$ cat src/rtl/crc_pkg.sv
// Shared types and constants for the CRC engine.
//   crc_state_t : engine FSM encoding (IDLE / SHIFT / EMIT)
//   CRC_A_* / CRC_B_* : ISO 14443 CRC_A and CRC_B parameter sets
//                       (reflected polynomial x^16+x^12+x^5+1)
package crc_pkg;

  typedef enum logic [1:0] {
    ST_IDLE  = 2'd0,
    ST_SHIFT = 2'd1,
    ST_EMIT  = 2'd2
  } crc_state_t;

  localparam logic [15:0] CRC_A_POLY_REFL = 16'h8408;
  localparam logic [15:0] CRC_A_INIT      = 16'h6363;
  localparam logic [15:0] CRC_B_INIT      = 16'hFFFF;
  localparam logic [15:0] CRC_B_XOROUT    = 16'hFFFF;
  localparam logic [15:0] CRC_A_RESIDUE   = 16'h0000;
  localparam logic [15:0] CRC_B_RESIDUE   = 16'hF0B8;

endpackage

$ cat src/rtl/crc_lfsr_step.sv
// Combinational reflected-CRC step: advances the register by
// BITS_PER_CYCLE input bits, bits[0] first.
//   cur  : current register value
//   bits : input bits for this step, LSb consumed first
//   nxt  : register after BITS_PER_CYCLE single-bit updates
module crc_lfsr_step #(
  parameter int unsigned       WIDTH          = 16,
  parameter logic [WIDTH-1:0]  POLY_REFL      = WIDTH'(16'h8408),
  parameter int unsigned       BITS_PER_CYCLE = 1
) (
  input  logic [WIDTH-1:0]          cur,
  input  logic [BITS_PER_CYCLE-1:0] bits,
  output logic [WIDTH-1:0]          nxt
);

  always_comb begin
    nxt = cur;
    for (int unsigned i = 0; i < BITS_PER_CYCLE; i++) begin
      if (nxt[0] ^ bits[i]) nxt = (nxt >> 1) ^ POLY_REFL;
      else                  nxt = nxt >> 1;
    end
  end

endmodule

$ cat src/rtl/crc_engine.sv
// Byte-fed reflected CRC engine (CRC_A / CRC_B and similar), up to 32 bits,
// consuming BITS_PER_CYCLE bits per clock, with optional LSByte-first
// emission of the finished CRC.
//   clk, rst           : clock, synchronous active-high reset
//   start              : reload INIT and abort any operation
//   in_valid/in_ready/in_data    : byte input handshake, LSb first
//   append_req         : begin emitting the CRC bytes (IDLE only)
//   out_valid/out_ready/out_data : emitted CRC byte stream
//   crc                : register ^ XOROUT
//   busy               : engine not idle
//   crc_ok             : residue match; active only when CRC_ENGINE_CHECK_EN
//                        is defined, otherwise tied low
module crc_engine
  import crc_pkg::*;
#(
  parameter int unsigned      WIDTH          = 16,
  parameter logic [WIDTH-1:0] POLY_REFL      = WIDTH'(16'h8408),
  parameter logic [WIDTH-1:0] INIT           = WIDTH'(16'h6363),
  parameter logic [WIDTH-1:0] XOROUT         = WIDTH'(16'h0000),
  parameter logic [WIDTH-1:0] RESIDUE        = WIDTH'(16'h0000),
  parameter int unsigned      BITS_PER_CYCLE = 1
) (
  input  logic             clk,
  input  logic             rst,
  input  logic             start,
  input  logic             in_valid,
  output logic             in_ready,
  input  logic [7:0]       in_data,
  input  logic             append_req,
  output logic             out_valid,
  input  logic             out_ready,
  output logic [7:0]       out_data,
  output logic [WIDTH-1:0] crc,
  output logic             busy,
  output logic             crc_ok
);

  localparam int unsigned STEPS    = 8 / BITS_PER_CYCLE;
  localparam logic [1:0]  LAST_IDX = 2'(WIDTH / 8 - 1);

  crc_state_t              state_q;
  logic [WIDTH-1:0]        reg_q;
  logic [WIDTH-1:0]        step_nxt;
  logic [7:0]              data_q;
  logic [2:0]              cnt_q;
  logic [1:0]              idx_q;
  logic                    accept;
  logic                    append_go;
  logic [BITS_PER_CYCLE-1:0] step_bits;

  assign in_ready  = (state_q == ST_IDLE) && !start;
  assign accept    = in_ready && in_valid;
  assign append_go = (state_q == ST_IDLE) && append_req && !start && !accept;

  // The first slice of an accepted byte is taken straight from in_data so the
  // byte starts shifting on its accept edge; later slices come from the latch.
  assign step_bits = accept ? in_data[BITS_PER_CYCLE-1:0]
                            : data_q[BITS_PER_CYCLE-1:0];

  crc_lfsr_step #(
    .WIDTH          (WIDTH),
    .POLY_REFL      (POLY_REFL),
    .BITS_PER_CYCLE (BITS_PER_CYCLE)
  ) u_step (
    .cur  (reg_q),
    .bits (step_bits),
    .nxt  (step_nxt)
  );

  assign crc       = reg_q ^ XOROUT;
  assign out_valid = (state_q == ST_EMIT);
  assign out_data  = 8'(crc >> {idx_q, 3'b000});
  assign busy      = (state_q != ST_IDLE);

`ifdef CRC_ENGINE_CHECK_EN
  assign crc_ok = (state_q == ST_IDLE) && (reg_q == RESIDUE);
`else
  logic unused_residue;
  assign unused_residue = ^RESIDUE;
  assign crc_ok = 1'b0;
`endif

  always_ff @(posedge clk) begin
    if (rst || start) begin
      state_q <= ST_IDLE;
      reg_q   <= INIT;
      data_q  <= '0;
      cnt_q   <= '0;
      idx_q   <= '0;
    end else begin
      case (state_q)
        ST_IDLE: begin
          if (accept) begin
            reg_q  <= step_nxt;
            data_q <= in_data >> BITS_PER_CYCLE;
            if (STEPS > 1) begin
              cnt_q   <= 3'(STEPS - 2);
              state_q <= ST_SHIFT;
            end
          end else if (append_go) begin
            idx_q   <= '0;
            state_q <= ST_EMIT;
          end
        end
        ST_SHIFT: begin
          reg_q  <= step_nxt;
          data_q <= data_q >> BITS_PER_CYCLE;
          if (cnt_q == '0) state_q <= ST_IDLE;
          else             cnt_q   <= cnt_q - 3'd1;
        end
        ST_EMIT: begin
          if (out_ready) begin
            if (idx_q == LAST_IDX) begin
              idx_q   <= '0;
              state_q <= ST_IDLE;
            end else begin
              idx_q <= idx_q + 2'd1;
            end
          end
        end
        default: state_q <= ST_IDLE;
      endcase
    end
  end

endmodule

$ cat config.mk
export PLATFORM = sky130hd
export DESIGN_NAME = crc_engine
export DESIGN_NICKNAME = d
export VERILOG_FILES = /design/src/rtl/crc_pkg.sv /design/src/rtl/crc_lfsr_step.sv /design/src/rtl/crc_engine.sv
export SDC_FILE = /design/constraint.sdc
export NUM_CORES = 1
export LEC_CHECK = 0
export ABC_CLOCK_PERIOD_IN_PS = 4400
export CORE_MARGIN = 2
export CORE_UTILIZATION = 25
export CTS_CLUSTER_DIAMETER = 30
export DETAILED_ROUTE_END_ITERATION = 8
export PLACE_DENSITY = 0.5
export SLEW_MARGIN = 40
export SYNTH_ARGS = -nofsm -noshare
export SYNTH_HDL_FRONTEND = slang
export SYNTH_SLANG_ARGS = --single-unit
$ cat constraint.sdc
create_clock -name clk -period 4.4 [get_ports clk]
set_input_delay 0.88 -clock clk [delete_from_list [all_inputs] [get_ports clk]]
set_output_delay 0.88 -clock clk [all_outputs]
set_load 0.1 [all_outputs]
After elaboration in Yosys (flattened, before gate mapping)
Cells that the tools add are included.

cells by class
  add/subtract/negate cells = 2
  multiply operators = 0
  divide/modulo/power cells = 0
  $lt $le $gt $ge = 0
  eq/ne operators = 11
  shift-type cells = 1
  mux-type cells = 20
  bitwise operators = 2
  reduce and logical (&&, ||, !) cells = 17

operators with widths
  kind                                                                      count
  16-bit 2-to-1 mux                                                         2
  16-bit case mux with 2 select lines                                       1
  2-bit 2-to-1 mux                                                          9
  8-bit case mux with 2 select lines                                        1
  16-bit by 5-bit right shift with 8-bit output                             1
  2-bit inequality test (second input constant)                             5
  8-bit 2-to-1 mux                                                          1
  4-bit AND reduction                                                       2
  3-bit 2-to-1 mux                                                          2
  2-bit case mux with 3 select lines                                        1
  3-bit case mux with 2 select lines                                        1
  2-bit nonzero test                                                        3
  1-bit logical AND                                                         5
  2-bit by 1-bit equality test with 1-bit output (second input constant)    2
  2-bit by 1-bit inequality test with 1-bit output (second input constant)  2
  2-bit case mux with 2 select lines                                        1
  3-bit zero test                                                           1
  3-bit inequality test (second input constant)                             1
  2-bit inverter with 3-bit output                                          1
  3-bit AND reduction                                                       1
  3-bit by 1-bit subtractor with 3-bit output (second input constant)       1
  2-bit by 1-bit adder with 2-bit output (second input constant)            1
  2-bit equality test (second input constant)                               1
  1-bit zero test                                                           2
  other kinds (5)                                                           5

word-level totals
  register bits = 31
  bits in latches = 0
  bits in writable memories = 0
  memory bits (read-only) = 0
  bits of input ports = 14
  output and inout bits = 28
  word-level logic and storage cells = 58
  memories = 0

Logic depth before layout (Yosys ltp)
Gate-level depths: netlist of run 1.

  depth after elaboration = 8
  gate-level depth with buffers = 7
  depth with buffers taken out = 7

By module
Synthesis of run 1 repeated with hierarchy kept, for this count alone.

unflattened totals
  cells, all modules = 192
  area, all modules = 1689.1 sq um

by module, submodules not included
  module         instances  cells an instance  area each (sq um)
  crc_engine     1          176                1535.2
  crc_lfsr_step  1          16                 153.9

Least setup slack after synthesis of run 1
Ideal clock, no wire load.

  kind = register to output
  from = register reg_q[0], in the netlist crc[0]
  to = output port out_data[0]
  arrival time = 2452 ps
  data required time = 3520 ps
  slack = 1068 ps
  stages on the path, launching flop included = 3
  path buffers = 0
  cells stage by stage = dfxtp_1 -> mux2i_1 -> nor2_1

on the way
  longest elaborated chain between the ends = 1

RTL lines
  what                                           line               text
  from (decl)                                    crc_engine.sv:42   logic [WIDTH-1:0] reg_q;
  from (signal assigned)                         crc_engine.sv:94   reg_q <= step_nxt;
  from (signal assigned)                         crc_engine.sv:106  reg_q <= step_nxt;
  16-bit by 5-bit right shift with 8-bit output  crc_engine.sv:72   assign out_data = 8'(crc >> {idx_q, 3'b000});
  to (decl)                                      crc_engine.sv:32   output logic [7:0] out_data,

Every way passes these cells.

Final worst setup path of run 1
  from = input port start
  to = output port in_ready

on the way
  longest elaborated chain between the ends = 2

RTL lines
  what               line              text
  from (decl)        crc_engine.sv:25  input logic start,
  1-bit zero test    crc_engine.sv:51  assign in_ready = (state_q == ST_IDLE) && !start;
  1-bit logical AND  crc_engine.sv:51
  to (decl)          crc_engine.sv:27  output logic in_ready,

Every way passes these cells.

==> results of run 1 <==
==> power groups by stage <==
stage	Combinational [mW]	Clock, mW	Sequential, mW
detailed placement	0.178	0	0.302
global placement	0.188	0	0.302
floorplan	0.151	0	0.303
global route	0.190	0.366	0.298
finish	0.178	0.346	0.296
CTS	0.179	0.355	0.296
==> synthesized netlist by cell type (2+ instances only) <==
| master | instances |
|---|---|
| ha_1 | 2 |
| dfxtp_1 | 30 |
| nor2b_1 | 4 |
| nand2_1 | 32 |
| nor2_1 | 22 |
| a211oi_1 | 7 |
| a221oi_1 | 2 |
| buf_4 | 17 |
| a21oi_1 | 9 |
| mux2i_1 | 17 |
| inv_1 | 3 |
| o21ai_0 | 3 |
| clkbuf_1 | 2 |
| or2_2 | 2 |
| buf_2 | 6 |
| xnor2_1 | 4 |
| nand3_1 | 8 |
==> state kept, by name, indices dropped and copies added (netlist names) <==
name / flops
crc: 16
data_q: 7
cnt_q: 3
idx_q: 2
state_q: 2
==> worst max-delay path: cells and delay by family <==
family | cells | cell delay [ns]
buffers and inverters | 2 | 0.83
AND/OR/NAND/NOR | 1 | 0.15
==> through the flow <==
stage               std cells  setup slack [ns]  utilization [%]  instance area [sq um]  hold slack, ns
CTS                       280              1.66             31.6                   1870           0.493
global placement          272              1.42             31.3                   1850           0.479
global route              280              1.58             31.6                   1870           0.507
finish                    280              1.65             31.6                   1870           0.488
floorplan                 183              1.07                -                   1530           0.454
detailed placement        272              1.66             29.1                   1730           0.482
==> per-layer routing <==
layer / vias up / GRT usage (%) / wire, um
li1: 640 / - / -
met1: 564 / 15.7 / 1680
met2: 30 / 15.0 / 1450
met3: 7 / 3.48 / 229
met4: 0 / 4.50 / 46
met5: - / 0 / 0
==> layout make-up <==
class | instances | area, sq um
Timing Repair Buffer | 40 | 268
Fill cell | 640 | 4050
Inverter | 3 | 11.3
Clock buffer | 6 | 82.6
Sequential cell | 30 | 601
Tap cell | 75 | 93.8
Clock inverter | 2 | 60.1
Multi-Input combinational cell | 124 | 754
==> kinds of logic (layout without fill, tap and decap cells) <==
family | count (synthesis) | in the layout | synth area share (%)
compound gates | 25 | 25 | 10.9
simple gates | 75 | 75 | 22.8
other cells | 1 | 1 | 0.245
buf+inv | 29 | 51 | 11.8
flops | 30 | 30 | 39.3
mux | 17 | 17 | 11.1
fa+ha+maj | 2 | 2 | 1.64
xor+xnor | 4 | 4 | 2.29
==> final timing paths <==
check | depth (start not counted) | slack, ns | start | endpoint
setup / recovery | 3 | 1.65 | start | in_ready
setup reg to reg | 4 | 2.66 | state_q[1] | crc[3]
hold reg to reg | 2 | 0.49 | cnt_q[1] | cnt_q[1]
hold / removal | 2 | 0.49 | cnt_q[1] | cnt_q[1]
==> metrics.txt, run 1 <==
status finished, final reports clean; Psw 252 uW; CP peak stage delay 0.54 ns; post_cts resized 0; combinational share of power 21.7%; slowest CP cell clkdlybuf4s50_1; initial antenna violation count 0; first-pass GRT wire length 5580 um; Worst setup SP type input port; HPWL Detailed 2400 um; Slew Limit Fails 0; number of synthesized register bits 30; Avg Cell Area, Syn 8.36 sq um; Placer Congestion 0.710; Setup Buffers After CTS 0; vias in the first global route 1129; iteration count of the initial detailed-routing pass 4; Netlist cell types 30; Post-synth EDFFs 0; DRC 0; post-DR wirelength/cell 12.2 um; clock sink count 30; core area 5920 sq um; synthesized area 1530 sq um; number of diodes 0; Yosys top cell by area dfxtp_1; row count 28; Peak VDD IR 0.155 mV; RSZ-0062 raised after global routing no; Die X 82.2 um; Mapped Nets 199; Area contributors post-synth dfxtp_1 39%, mux2i_1 11%, buf_4 8.3%; final wirelength 3400 um; vias per inst 4.43; Worst Path Max Fanout 6; final hold vios 0; post-route ant nets 0; Clock power frac 42.3%; leakage power 0.765 nW; post-layout min period 2.75 ns; Fin Setup TNS 0 ns; Slew HR 61.7%; Max Clock Freq 364 MHz; Reg power frac 36.0%; H-tree depth 2; clock skew 0.00430 ns; post-synthesis sequential area ratio 39.3%; clock-pin transition on the worst setup and hold timing paths 0.06 ns; critical path type in -> out; clock latency on the worst-skew pair 0.28 ns; Die Ht 82.2 um; CP endpoint kind output pin; Worst-Margin Slew 0.575 ns; cell internal pwr 568 uW; die area 6760 sq um; Hold Path Class reg -> reg; fin crit share 62.5%; asr flop ratio synth 0%; leading cell type in the layout, fill and taps excluded nand2_1; Starting Density 25.8%; Final setup viols 0; PortBufs 40; Cell Chain, Critical Path clkdlybuf4s50_1 -> nor2_1 -> buf_4; layout cell share with drive strength beyond 1 21.5%; top_reg_cell synth dfxtp_1; Layout area overhead 22.3%; TritonCTS buffer count 5; CTS Buffer Depth 2; CTS hold repair buffers 0; Root Driver clkbuf_8; Global Route Usage Sum 11.0%; via count 1241; Final Power 820 uW; Max Cap Viol 0; Initial DRC Count 41; critical path data arrival time 1.87 ns; Mapped Cells 183; Ports 42; synth warn 0; top-area cell type share of the netlist area 39.3%; Sw Share 30.8%; pin count of the biggest net entering global routing 27; Net count, final 220; Req. time, crit path 3.52 ns; GR Overflow Total 0; CTS tree built; P per Cell Area 438 nW/um^2; commonest cells after routing, fill and taps aside 32 x nand2_1, 30 x dfxtp_1, 26 x buf_2, 21 x nor2_1, 17 x mux2i_1
(Power assumes the default switching activity.)
==> run 2: changes to the inputs <==
ABC_CLOCK_PERIOD_IN_PS = 2350   (was 4400)
PLACE_DENSITY = 0.52   (was 0.5)
clock period = 2.35 ns   (was 4.4 ns; I/O delays follow)
==> metrics.txt, run 2 (synthesis gave the netlist of run 1 again) <==
cell internal pwr 884 uW (+56%); core area 5920 sq um (unchanged); Fin Setup TNS 0 ns (unchanged); Root Driver clkbuf_8; clock sink count 30 (unchanged); Worst setup SP type register; Clock power frac 30.0% (-12 points); DRC 0 (unchanged); Req. time, crit path 1.88 ns (-1.64 ns); clock-pin transition on the worst setup and hold timing paths 0.06 ns (about the same); via count 1255 (+1.1%); Net count, final 227 (+3.2%); Worst-Margin Slew 0.592 ns (+0.0169 ns); initial antenna violation count 0 (unchanged); Initial DRC Count 71 (+73%); P per Cell Area 646 nW/um^2 (+47%); Cell Chain, Critical Path buf_4 -> mux2i_1 -> nor2_4 -> buf_12; Slew HR 60.5% (-1.2 points); CTS hold repair buffers 0 (unchanged); post-DR wirelength/cell 12.4 um (+1.7%); slowest CP cell dfxtp_1; Slew Limit Fails 0 (unchanged); Max Cap Viol 0 (unchanged); number of diodes 0 (unchanged); layout cell share with drive strength beyond 1 24.8% (+3.3 points); commonest cells after routing, fill and taps aside 32 x nand2_1, 30 x dfxtp_1, 23 x buf_4, 18 x nor2_1, 17 x mux2i_1; Final Util 35.3% (+3.7 points); Global Route Usage Sum 11.5% (+0.57 points); fin crit share 86.4%; Die Ht 82.2 um (unchanged); pin count of the biggest net entering global routing 15 (-44%); first-pass GRT wire length 5790 um (+3.7%); RSZ-0062 raised after global routing no; vias in the first global route 1179 (+4.4%); critical path type reg -> out; GR Overflow Total 0 (unchanged); final wirelength 3520 um (+3.5%); status finished, final reports clean; Sw Share 34.6% (+3.8 points); FILL cells 604 (-5.6%); Max Clock Freq 492 MHz; Hold Path Class reg -> reg; Psw 468 uW (+85%); final hold vios 0 (unchanged); Reg power frac 40.9% (+4.9 points); post-layout min period 2.03 ns; CTS tree built; clock latency on the worst-skew pair 0.28 ns (about the same); HPWL Detailed 2550 um (+6.4%); TritonCTS buffer count 5 (unchanged); post-route ant nets 0 (unchanged); die area 6760 sq um (unchanged); leading cell type in the layout, fill and taps excluded nand2_1; max reg flops 16 (unchanged); leakage power 0.843 nW (+10%); CTS Buffer Depth 2 (unchanged); CP endpoint kind output pin; Starting Density 25.8% (unchanged); Top Family by Delay on Critical Path flip-flops; H-tree depth 2 (unchanged); Setup Buffers After CTS 0 (unchanged); Worst Path Max Fanout 7 (+1); Final setup viols 0 (unchanged); Placer Congestion 0.666 (-6.2%); iteration count of the initial detailed-routing pass 4 (unchanged); row count 28 (unchanged); Peak VDD IR 0.217 mV (+40%); post_cts resized 0 (unchanged); Ports 42 (unchanged); critical path data arrival time 1.56 ns (-0.31 ns); clock skew 0.00682 ns (+0.00252 ns); Layout area overhead 36.8%; Buf/Inv on CP 2 (unchanged); combinational share of power 29.0% (+7.3 points); vias per inst 4.40 (-0.65%); Die X 82.2 um (unchanged); CP peak stage delay 0.52 ns (-0.02 ns); PortBufs 40 (unchanged)
## run 2: changes by cell type in the layout (fill, tap and decap cells not counted), sizes merged
cell | before | now
buf | 27 | 34
bufinv | 2 | 0
## run 2: worst paths after layout
check                              start          end  slack (ns)  cells after the start
worst min-delay path            cnt_q[1]     cnt_q[1]        0.48                      2
worst min register to register  cnt_q[1]     cnt_q[1]        0.48                      2
worst max-delay path            idx_q[0]  out_data[0]        0.32                      4
worst max register to register  cnt_q[0]     cnt_q[2]        0.76                      6
## run 2: area by class of cell
class / count / area, sq um / share of cell area, %
Tap cell: 75 / 93.8 / 4.49
Multi-Input combinational cell: 124 / 781 / 37.3
Inverter: 3 / 11.3 / 0.538
Clock buffer: 6 / 82.6 / 3.95
Timing Repair Buffer: 47 / 523 / 25.0
Sequential cell: 30 / 601 / 28.7
## run 2: metal layers
metal | part of all wire [%] | track usage (%) | vias up
li1 | - | - | 649
met1 | 51 | 16.4 | 569
met2 | 41 | 15.7 | 32
met3 | 6.2 | 3.70 | 5
met4 | 1.7 | 5.00 | 0
met5 | 0 | 0 | -
## run 2: power groups by stage
stage,registers [mW],clock network (mW),logic [mW]
finish,0.553,0.406,0.392
global route,0.557,0.436,0.417
CTS,0.554,0.414,0.395
detailed placement,0.565,0,0.394
global placement,0.565,0,0.393
floorplan,0.567,0,0.288
## run 2: per-stage QoR
stage | area, sq um | cells | setup slack, ns | hold WS, ns | total power, mW
CTS | 2090 | 285 | 0.294 | 0.483 | 1.36
detailed placement | 2010 | 279 | 0.177 | 0.475 | 0.958
global placement | 2010 | 279 | 0.200 | 0.471 | 0.958
global route | 2090 | 285 | 0.209 | 0.508 | 1.41
floorplan | 1560 | 183 | 0.0267 | 0.454 | 0.856
finish | 2090 | 285 | 0.319 | 0.475 | 1.35
## run 2: worst min-delay path: stages (launching register included)
cell and delay, ns:
dfxtp_1 0.29, inv_1 0.06, a221oi_1 0.07
